<file path="config.mk">
export PLATFORM = sky130hd
export DESIGN_NAME = serial_op_sequencer_flat
export DESIGN_NICKNAME = d
export VERILOG_FILES = /design/src/rtl/serial_op_sequencer_if.sv /design/src/rtl/serial_op_sequencer.sv /design/src/flat_wrapper.sv
export SDC_FILE = /design/constraint.sdc
export NUM_CORES = 1
export LEC_CHECK = 0
export ABC_CLOCK_PERIOD_IN_PS = 6000
export CAP_MARGIN = 30
export CORE_MARGIN = 2
export CORE_UTILIZATION = 40
export DETAILED_ROUTE_END_ITERATION = 16
export PLACE_DENSITY_LB_ADDON = 0.12
export SYNTH_ARGS = -nofsm -noshare
export SYNTH_HDL_FRONTEND = slang
export SYNTH_SLANG_ARGS = --single-unit
</file>
<file path="constraint.sdc">
create_clock -name clock -period 6 [get_ports clock]
set_input_delay 0.6 -clock clock [delete_from_list [all_inputs] [get_ports clock]]
set_output_delay 0.6 -clock clock [all_outputs]
set_load 0.01 [all_outputs]
</file>
<file path="src/rtl/serial_op_sequencer_if.sv">
// Operand and result streams of serial_op_sequencer. The out_ovf flag exists
// only when SERIAL_SEQ_OVF_EN is defined.
interface serial_op_sequencer_if #(
    parameter int BIT_WIDTH = 8
);
    logic                 in_valid;
    logic                 in_ready;
    logic [BIT_WIDTH-1:0] in_a;
    logic [BIT_WIDTH-1:0] in_b;
    logic                 in_m;
    logic                 out_valid;
    logic                 out_ready;
    logic [BIT_WIDTH:0]   out_sum;
    logic                 out_m;
`ifdef SERIAL_SEQ_OVF_EN
    logic                 out_ovf;
`endif

    // master is the producer/consumer around the sequencer, slave is the sequencer
    modport master (
`ifdef SERIAL_SEQ_OVF_EN
        input  out_ovf,
`endif
        output in_valid, in_a, in_b, in_m, out_ready,
        input  in_ready, out_valid, out_sum, out_m
    );

    modport slave (
`ifdef SERIAL_SEQ_OVF_EN
        output out_ovf,
`endif
        input  in_valid, in_a, in_b, in_m, out_ready,
        output in_ready, out_valid, out_sum, out_m
    );
endinterface

</file>
<file path="src/rtl/serial_op_sequencer.sv">
// Buffers operand pairs, launches serial_top one operation at a time and holds each result
// for a downstream handshake. Optional signed-overflow flag: SERIAL_SEQ_OVF_EN.
module serial_op_sequencer #(
    parameter int BIT_WIDTH   = 8,
    parameter int DEPTH       = 4,
    parameter int ADD_LATENCY = 10
) (
    input  logic                       clock,
    input  logic                       resetn,
    serial_op_sequencer_if.slave       bus,
    output logic [BIT_WIDTH-1:0]       add_a,
    output logic [BIT_WIDTH-1:0]       add_b,
    output logic                       add_m,
    output logic                       add_start,
    input  logic [BIT_WIDTH:0]         add_sum,
    output logic                       busy,
    output logic [$clog2(DEPTH+1)-1:0] count
);
    localparam int PTR_W  = $clog2(DEPTH);
    localparam int CNT_W  = $clog2(DEPTH + 1);
    localparam int WAIT_W = $clog2(ADD_LATENCY + 1);
    localparam int ENT_W  = 2 * BIT_WIDTH + 1;

    localparam logic [1:0] IDLE = 2'd0;
    localparam logic [1:0] WAIT = 2'd1;
    localparam logic [1:0] HOLD = 2'd2;

    logic [1:0]        state;
    logic [WAIT_W-1:0] wait_cnt;
    logic [PTR_W-1:0]  wr_ptr;
    logic [PTR_W-1:0]  rd_ptr;
    logic [ENT_W-1:0]  mem [DEPTH];
    logic              full;
    logic              empty;
    logic              push;
    logic              launch;
    logic              release_now;

    assign full         = (count == CNT_W'(DEPTH));
    assign empty        = (count == '0);
    assign bus.in_ready = resetn && !full;
    assign push         = bus.in_valid && bus.in_ready;
    // out_valid is always set while in HOLD, so out_ready alone completes the handshake
    assign release_now  = (state == HOLD) && bus.out_ready;
    assign launch       = !empty && ((state == IDLE) || release_now);
    assign busy         = (state != IDLE) || !empty;

    always_ff @(posedge clock) begin
        if (push) begin
            mem[wr_ptr] <= {bus.in_m, bus.in_a, bus.in_b};
        end
    end

    always_ff @(posedge clock or negedge resetn) begin
        if (!resetn) begin
            wr_ptr <= '0;
            rd_ptr <= '0;
            count  <= '0;
        end else begin
            if (push) begin
                wr_ptr <= wr_ptr + PTR_W'(1);
            end
            if (launch) begin
                rd_ptr <= rd_ptr + PTR_W'(1);
            end
            if (push && !launch) begin
                count <= count + CNT_W'(1);
            end else if (launch && !push) begin
                count <= count - CNT_W'(1);
            end
        end
    end

`ifdef SERIAL_SEQ_OVF_EN
    localparam int MSB = BIT_WIDTH - 1;
    logic ovf_now;

    // Same-sign add or opposite-sign subtract whose result sign flips away from A
    assign ovf_now = ((add_a[MSB] ^ add_b[MSB]) == add_m) && (add_sum[MSB] != add_a[MSB]);
`endif

    always_ff @(posedge clock or negedge resetn) begin
        if (!resetn) begin
            state         <= IDLE;
            wait_cnt      <= '0;
            add_a         <= '0;
            add_b         <= '0;
            add_m         <= 1'b0;
            add_start     <= 1'b0;
            bus.out_valid <= 1'b0;
            bus.out_sum   <= '0;
            bus.out_m     <= 1'b0;
`ifdef SERIAL_SEQ_OVF_EN
            bus.out_ovf   <= 1'b0;
`endif
        end else begin
            add_start <= launch;
            if (launch) begin
                {add_m, add_a, add_b} <= mem[rd_ptr];
                wait_cnt              <= '0;
            end
            case (state)
                IDLE: begin
                    if (launch) begin
                        state <= WAIT;
                    end
                end
                WAIT: begin
                    // wait_cnt holds (edges since launch - 1), so this is the ADD_LATENCY-th edge
                    if (wait_cnt == WAIT_W'(ADD_LATENCY - 1)) begin
                        bus.out_sum   <= add_sum;
                        bus.out_m     <= add_m;
                        bus.out_valid <= 1'b1;
`ifdef SERIAL_SEQ_OVF_EN
                        bus.out_ovf   <= ovf_now;
`endif
                        state         <= HOLD;
                    end else begin
                        wait_cnt <= wait_cnt + WAIT_W'(1);
                    end
                end
                HOLD: begin
                    if (release_now) begin
                        bus.out_valid <= 1'b0;
                        state         <= launch ? WAIT : IDLE;
                    end
                end
                default: begin
                    state <= IDLE;
                end
            endcase
        end
    end
endmodule
</file>
<file path="src/flat_wrapper.sv">
// flat-port wrapper written by rule: the top's interface ports become plain ports
module serial_op_sequencer_flat 
#(
    parameter int BIT_WIDTH   = 8,
    parameter int DEPTH       = 4,
    parameter int ADD_LATENCY = 10
)
  (clock, resetn, add_a, add_b, add_m, add_start, add_sum, busy, count, bus_in_valid, bus_in_a, bus_in_b, bus_in_m, bus_out_ready, bus_in_ready, bus_out_valid, bus_out_sum, bus_out_m);
  serial_op_sequencer_if #(.BIT_WIDTH(BIT_WIDTH)) bus_i ();
  input  logic clock;
  input  logic resetn;
  output logic [BIT_WIDTH-1:0] add_a;
  output logic [BIT_WIDTH-1:0] add_b;
  output logic add_m;
  output logic add_start;
  input  logic [BIT_WIDTH:0] add_sum;
  output logic busy;
  output logic [$clog2(DEPTH+1)-1:0] count;
  input wire logic [$bits(bus_i.in_valid)-1:0] bus_in_valid;
  input wire logic [$bits(bus_i.in_a)-1:0] bus_in_a;
  input wire logic [$bits(bus_i.in_b)-1:0] bus_in_b;
  input wire logic [$bits(bus_i.in_m)-1:0] bus_in_m;
  input wire logic [$bits(bus_i.out_ready)-1:0] bus_out_ready;
  output wire logic [$bits(bus_i.in_ready)-1:0] bus_in_ready;
  output wire logic [$bits(bus_i.out_valid)-1:0] bus_out_valid;
  output wire logic [$bits(bus_i.out_sum)-1:0] bus_out_sum;
  output wire logic [$bits(bus_i.out_m)-1:0] bus_out_m;
  assign bus_i.in_valid = bus_in_valid;
  assign bus_i.in_a = bus_in_a;
  assign bus_i.in_b = bus_in_b;
  assign bus_i.in_m = bus_in_m;
  assign bus_i.out_ready = bus_out_ready;
  assign bus_in_ready = bus_i.in_ready;
  assign bus_out_valid = bus_i.out_valid;
  assign bus_out_sum = bus_i.out_sum;
  assign bus_out_m = bus_i.out_m;
  serial_op_sequencer #(.BIT_WIDTH(BIT_WIDTH), .DEPTH(DEPTH), .ADD_LATENCY(ADD_LATENCY)) u_core (.clock(clock), .resetn(resetn), .bus(bus_i), .add_a(add_a), .add_b(add_b), .add_m(add_m), .add_start(add_start), .add_sum(add_sum), .busy(busy), .count(count));
endmodule
</file>
## After elaboration in Yosys (flattened, before gate mapping)

Memories as Yosys holds them, arrays and structs flattened. A register that Yosys moved wholly into a read port is not among the register bits.
Cells that the tools add are included.

- Register bits after elaboration: 25
- RAM bits: 68
- Output and inout port bits: 34
- Logic and storage cells: 58
- Memories: 1

Memories:

| name | words | width | rd ports | clocked after Yosys merged registers in | wr ports | RTL line | text |
|---|---|---|---|---|---|---|---|
| u_core.mem | 4 | 17 | 1 | 1 | 1 | serial_op_sequencer.sv:32 | `logic [ENT_W-1:0] mem [DEPTH];` |

- Add/subtract/negate cells: 5
- Equal/unequal tests: 7
- Multiplexer cells: 15
- Reduce and logical (&&, ||, !) cells: 21

Operators with widths:

| kind | number |
|---|---|
| 4-bit 2-to-1 mux | 3 |
| 1-bit logical AND | 6 |
| 2-bit 2-to-1 mux | 3 |
| 3-bit 2-to-1 mux | 2 |
| 2-bit by 1-bit != test with 1-bit output (second input constant) | 3 |
| 2-bit case mux with 3 select lines | 1 |
| 3-bit AND reduction | 2 |
| 2-bit nonzero test | 3 |
| 1-bit zero test | 5 |
| 1-bit 2-to-1 mux | 5 |
| 2-bit by 1-bit adder with 2-bit output (second input constant) | 2 |
| 4-bit by 1-bit adder with 4-bit output (second input constant) | 1 |
| 4-bit equality test (second input constant) | 1 |
| 3-bit by 1-bit adder with 3-bit output (second input constant) | 1 |
| 3-bit equality test (second input constant) | 1 |
| 3-bit zero test | 1 |
| 3-bit by 1-bit subtractor with 3-bit output (second input constant) | 1 |
| 2-bit by 1-bit equality test with 1-bit output (second input constant) | 1 |
| 2-bit equality test (second input constant) | 1 |
| 2-bit zero test | 1 |
| 1-bit logical OR | 2 |
| 1-bit case mux with 2 select lines | 1 |
| 2-bit AND reduction | 1 |

## Depth between registers and ports, before layout

Gate-level depths: netlist of the first run.

- Word-level depth: 8
- Gate-level depth with buffers: 10
- Mapped depth without buffers: 9

## Least setup slack after synthesis of the first run

Ideal clock, no wire load.

- Path kind: input-to-reg
- Start point: input bus_out_ready
- End point: register u_core.count[1]
- Arrival time: 2.042 ns
- Data required time: 5.875 ns
- Path slack: 3.833 ns
- Stages: 8
- Buffers on the path: 1
- Cell sequence: nor2b_1 nor3_2 buf_4 inv_1 ha_1 inv_1 fa_1 mux2_2

- Cells in the longest elaborated chain, start to end: 6
- Elaborated cells between the ends (all ways): 8

RTL lines:

| item | RTL line | text |
|---|---|---|
| from (decl) | flat_wrapper.sv:23 | `input wire logic [$bits(bus_i.out_ready)-1:0] bus_out_ready;` |
| 1-bit logical AND (*) | serial_op_sequencer.sv:44 | `assign release_now = (state == HOLD) && bus.out_ready;` |
| 1-bit logical OR (*) | serial_op_sequencer.sv:45 | `assign launch = !empty && ((state == IDLE) \|\| release_now);` |
| 1-bit logical AND (*) | serial_op_sequencer.sv:45 |  |
| net u_core.launch | serial_op_sequencer.sv:36 | `logic launch;` |
| 1-bit zero test | serial_op_sequencer.sv:66 | `if (push && !launch) begin` |
| 1-bit logical AND | serial_op_sequencer.sv:66 |  |
| 3-bit 2-to-1 mux / 2-bit nonzero test (equally long branches) | -- |  |
| to (signal assigned) | serial_op_sequencer.sv:67 | `count <= count + CNT_W'(1);` |
| to (signal assigned) | serial_op_sequencer.sv:69 | `count <= count - CNT_W'(1);` |
| to (decl) | serial_op_sequencer.sv:17 | `output logic [$clog2(DEPTH+1)-1:0] count` |

The timed path passes the listed nets; every way through them passes the cells marked *.
A chain may end at the register's enable or synchronous reset.

## Worst setup path in the final report of the first run

- Start point: input resetn
- End point: output bus_in_ready

- Cells in the longest elaborated chain, start to end: 1

RTL lines:

| item | RTL line | text |
|---|---|---|
| from (decl) | flat_wrapper.sv:11 | `input logic resetn;` |
| 1-bit logical AND | serial_op_sequencer.sv:41 | `assign bus.in_ready = resetn && !full;` |
| to (decl) | flat_wrapper.sv:24 | `output wire logic [$bits(bus_i.in_ready)-1:0] bus_in_ready;` |

Every way passes these cells.

==> results.cfg, run 1 <==
[placement]
buffer_ports.inserted = 63
place_hpwl_um = 4280
worst_slack_placed_ns = 3.12
post-place-cells = 417
finalWeightedCongestion = 0.755

[synthesis]
yosys.area.top_type_share_pct = 47.0
netlist_area_um2 = 4340
postSynthCellCount = 218
mappedNetlistNets = 256
ranking_of_synthesized_cells_by_area = edfxtp_1 47%, dfrtp_1 24%, mux4_1 5.4%, mux2_2 5.4%, mux4_2 4.2%
synth_async_sr_flop_share_pct = 38.2
synth_edf_count = 68
ys_seq_area_share_pct = 71.3
number_of_warning_messages_in_the_yosys_log = 0
synthesis.area_per_instance_um2 = 19.9
synth.distinct_cells = 36
synthDominantAreaCellType = edfxtp_1
synth-main-ff-cell = edfxtp_1
yosys_register_bits = 110

[clock_tree]
postCtsHoldBufs = 0
tritoncts_num_sinks = 110
cts_setup_buffers = 0
root_buffer = clkbuf_8
path_clk_slew_ns = 0.10
clock_latency_ns = 0.36
h-tree-depth = 3
clk_path_buf_depth = 2
cts_tree = yes
cts_resized = 0
cts_inserted_buffers = 9

[timing]
rsz0062_at_grt = no
drv_slew = 0
fin_crit_ns = 2.50
clock.fmax_ghz = 0.401
slew-limit-headroom_pct = 40.0
setup_viol = 0
clock_skew_ns = 0.0116
post-route-worst-setup-slack_ns = 3.50
worst-slew-pin-transition_ns = 0.901
worst_hold_slack_ns = 0.297
sum_neg_setup_slack_ns = 0
period_share_pct = 41.6
final_hold_viol_count = 0

[final_layout]
final_layout_size_suffix_gt1_share_pct = 20.1
synthToLayoutAreaGrowth_pct = 22.8
nNetsFinal = 326
antenna_cells_inserted = 0
most_frequent_cells_in_the_layout = 68 x edfxtp_1, 62 x clkdlybuf4s50_1, 42 x dfrtp_1
layout_commonest_cell = edfxtp_1
fillerInstances = 900
layout.cells.non_filler = 433

[setup_path]
worst_setup_path_startpoint = resetn
worstPathRequired_ns = 5.40
worstSetupEndpointType = primary output
worst-setup-path-type = in2out
regToRegStartpoint = u_core.count[1]
crit_fanout = 44
critPathLaunchType = primary input
critPathArrivalTime_ns = 1.90

[flow_run]
cap_violations = 0

[die]
core_region_area_um2 = 10700
dieArea_um2 = 11700
die_w_um = 108
num_io_pins = 64
floorplan.initialDensity_pct = 40.6
die_y_um = 108
num_rows = 38

[drt]
detail_route.wirelength_um = 6780
detail_route.first_pass.iterations = 4
route.vias.total = 2095
route.detailed.vias_per_inst = 4.84
routedWlPerCell_um = 15.7
detail-route-antenna-nets = 0
initialDrtViolationCount = 76
drt_drc_violations_left = 0

[power_and_ir_drop]
power_density_relative_to_cell_area_nw_per_um2 = 453
vdd_ir_drop_max_uv = 165
final_total_power_w = 0.00242
p_leak_nw = 1.97

[global_route]
track_usage_pct = 12.6
number_of_global_route_vias_before_repair = 2020
globalRouteOverflowTotal = 0
grt_start_max_net_pins = 45
wire_length_of_the_first_global_routing_pass_um = 10800
grt_antenna_before_repair = 0

[status]
run_status = finished clean

[worst_hold_path]
hold_path.class = in2async
through the flow:
stage	utilization (%)	instance area, µm²
after global placement	47.7	5110
final	49.8	5330
after floorplan	-	4340
after global routing	49.8	5330
after CTS	49.8	5330
after detailed placement	47.7	5110
final cells by class:
class,count,area [µm²],area share (%)
inverter,6,22.5,0.423
clock inverter,6,85.1,1.60
sequential,110,3090,58.0
multi-input combinational,95,1170,21.9
tap,140,175,3.29
clock buffer,10,138,2.58
timing repair buffer,66,648,12.2
kinds of logic (layout without fill, tap and decap cells):
family | after synthesis | after routing | synth area share [%]
DFF | 110 | 110 | 71.3
muxes | 47 | 47 | 18.0
and+or+nand+nor | 24 | 24 | 3.43
buffers and inverters | 13 | 88 | 1.96
AOI/OAI and AO/OA | 10 | 10 | 1.61
adders and majority gates | 8 | 8 | 2.48
xor gates and xnor gates | 6 | 6 | 1.21
final timing paths:
check                                             end  depth (start not counted)  slack (ns)
worst min register to register   u_core.bus.out_valid                          1        0.48
min in group clock               u_core.bus.out_valid                          1        0.48
max in group asynchronous             u_core.add_a[3]                          2        5.31
worst max register to register        u_core.count[2]                         10        3.65
worst max-delay path                     bus_in_ready                          4        3.50
worst min-delay path            u_core.bus.out_sum[6]                          2        0.30
power breakdown:
| part | leakage (nW) | switching, W | total [W] | internal [W] |
|---|---|---|---|---|
| registers | 1.12 | 0.000126 | 0.00112 | 0.000997 |
| logic | 0.738 | 0.000310 | 0.000812 | 0.000502 |
| clock network | 0.108 | 0.000236 | 0.000481 | 0.000245 |
| total | 1.97 | 0.000672 | 0.00242 | 0.00174 |
critical path, stage by stage:
cell and delay (ns):
buf_2 0.07, buf_4 0.45, o31a_1 0.22, clkdlybuf4s50_1 0.53
cell usage after synthesis (3+ instances only):
cell type / instances
mux4_1: 9
nor2b_1: 4
dfrtp_1: 42
mux4_2: 8
xor2_1: 3
ha_1: 7
nor2_1: 3
inv_1: 6
edfxtp_1: 68
xnor2_1: 3
buf_4: 3
and2_1: 4
mux2_4: 8
mux2_2: 21
nand2_1: 3
state kept, by name (all words and copies together) (netlist names):
name,count
u_core.wait_cnt,4
u_core.count,3
u_core.add_b,8
u_core.add_m,1
u_core.bus.out_sum,9
u_core.mem,68
u_core.add_a,8
u_core.state,2
u_core.wr_ptr,2
u_core.bus.out_valid,1
u_core.add_start,1
u_core.bus.out_m,1
u_core.rd_ptr,2
layer usage:
metal | wire [µm] | global-route usage (%)
met2 | 3300 | 20.3
met3 | 349 | 2.89
met1 | 3050 | 16.3
met4 | 80 | 5.77
met5 | 0 | 0
Note: power is estimated with default switching activity, not from simulation.
==> run 2, diff against run 1 <==
ABC_CLOCK_PERIOD_IN_PS = 2500   (was 6000)
clock period = 2.5 ns   (was 6 ns; I/O delays follow)
==> run 2 against run 1 <==
Routed wire length rose by 5.7%. Die area did not move. Hold slack lost 0.24 ns. Register-to-register slack got worse by 3.3 ns. Critical path type is now reg2out. Clock power up 130%. Cell area rose by 0.89%. Global-route usage is 0.56 points higher.
==> results.cfg, run 2 (same netlist as run 1, synthesis figures left out) <==
[clock_tree]
clock_latency_ns = 0.36
tritoncts_num_sinks = 110
path_clk_slew_ns = 0.10
clk_path_buf_depth = 2
root_buffer = clkbuf_8
cts_tree = yes
postCtsHoldBufs = 0
cts_setup_buffers = 0
cts_inserted_buffers = 9
h-tree-depth = 3
cts_resized = 0

[status]
run_status = finished clean

[die]
die_y_um = 108
num_rows = 38
dieArea_um2 = 11700
die_w_um = 108
core_region_area_um2 = 10700
floorplan.initialDensity_pct = 40.6
num_io_pins = 64

[global_route]
number_of_global_route_vias_before_repair = 2079
track_usage_pct = 13.1
globalRouteOverflowTotal = 0
grt_antenna_before_repair = 0
grt_start_max_net_pins = 43
wire_length_of_the_first_global_routing_pass_um = 11300

[drt]
drt_drc_violations_left = 0
initialDrtViolationCount = 61
routedWlPerCell_um = 16.3
route.vias.total = 2100
detail-route-antenna-nets = 0
route.detailed.vias_per_inst = 4.77
detail_route.wirelength_um = 7170
detail_route.first_pass.iterations = 4

[setup_path]
worst-setup-path-type = reg2out
worstPathRequired_ns = 2.25
critPathArrivalTime_ns = 1.85
worstSetupEndpointType = primary output
regToRegSetupSlack_ns = 0.40
crit_fanout = 6
critPathLaunchType = flip-flop

[timing]
sum_neg_setup_slack_ns = 0
fin_crit_ns = 2.10
clock_skew_ns = 0.0156
period_share_pct = 84.0
final_hold_viol_count = 0
slew-limit-headroom_pct = 63.0
clock.fmax_ghz = 0.476
worst-slew-pin-transition_ns = 0.555
rsz0062_at_grt = no
setup_viol = 0
drv_slew = 0

[final_layout]
antenna_cells_inserted = 0
synthToLayoutAreaGrowth_pct = 23.9
final_layout_size_suffix_gt1_share_pct = 21.0
layout_commonest_cell = edfxtp_1
nNetsFinal = 333
registers.top_by_ff_count = u_core.mem
top_registers = u_core.mem x68, u_core.bus.out_sum x9
most_frequent_cells_in_the_layout = 68 x edfxtp_1, 62 x clkdlybuf4s50_1, 42 x dfrtp_1
largest_register_ff_count = 68

[power_and_ir_drop]
p_leak_nw = 2.00
vdd_ir_drop_max_uv = 382
power_density_relative_to_cell_area_nw_per_um2 = 1080
final_total_power_w = 0.00583

[worst_hold_path]
hold_path.class = in2async

[placement]
place_hpwl_um = 4690
buffer_ports.inserted = 63
finalWeightedCongestion = 0.739

[flow_run]
cap_violations = 0
==> run 2: final timing paths <==
path                                       from                   end  cells past startpoint
max in group asynchronous                resetn       u_core.add_b[2]                      2
hold reg to reg            u_core.bus.out_valid  u_core.bus.out_valid                      1
hold / removal                           resetn    u_core.wait_cnt[1]                      2
setup reg to reg                u_core.count[0]       u_core.count[2]                      9
min in group clock                       resetn      u_core.wr_ptr[0]                      3
setup / recovery                u_core.count[0]                  busy                      3
==> run 2: worst max-delay path: stages (launching register included) <==
cell	delay [ns]
dfrtp_1	0.48
nor3_2	0.42
nand2_1	0.12
clkdlybuf4s50_1	0.50
==> run 2: final cells by class <==
type / instances / area (µm²)
inverter: 6 / 22.5
timing repair buffer: 73 / 701
tap: 140 / 175
clock buffer: 12 / 145
multi-input combinational: 95 / 1170
sequential: 110 / 3090
clock inverter: 4 / 72.6
fill: 929 / 5320
==> run 2: per-layer routing <==
metal | track usage [%] | vias up | routed length (µm) | share of wire (%)
li1 | - | 1000 | - | -
met1 | 16.9 | 1042 | 3180 | 44
met2 | 21.8 | 53 | 3550 | 50
met3 | 3.62 | 5 | 373 | 5.2
met4 | 4.12 | 0 | 70 | 0.98
met5 | 0 | - | 0 | 0
==> run 2: where the power goes <==
group	internal (W)	switching [W]	leakage, nW
combinational	0.00124	0.000762	0.775
sequential	0.00239	0.000311	1.12
clock	0.000592	0.000540	0.108
==> run 2: through the flow <==
step	util (%)	hold slack, ns	area, µm²	setup slack (ns)	instances
after floorplan	-	-0.0456	4340	0.338	218
after global placement	48.2	0.462	5160	0.316	424
after detailed placement	48.2	0.475	5160	0.266	424
after CTS	50.3	0.0843	5380	0.383	440
after global routing	50.3	0.0956	5380	0.251	440
final	50.3	0.0544	5380	0.399	440
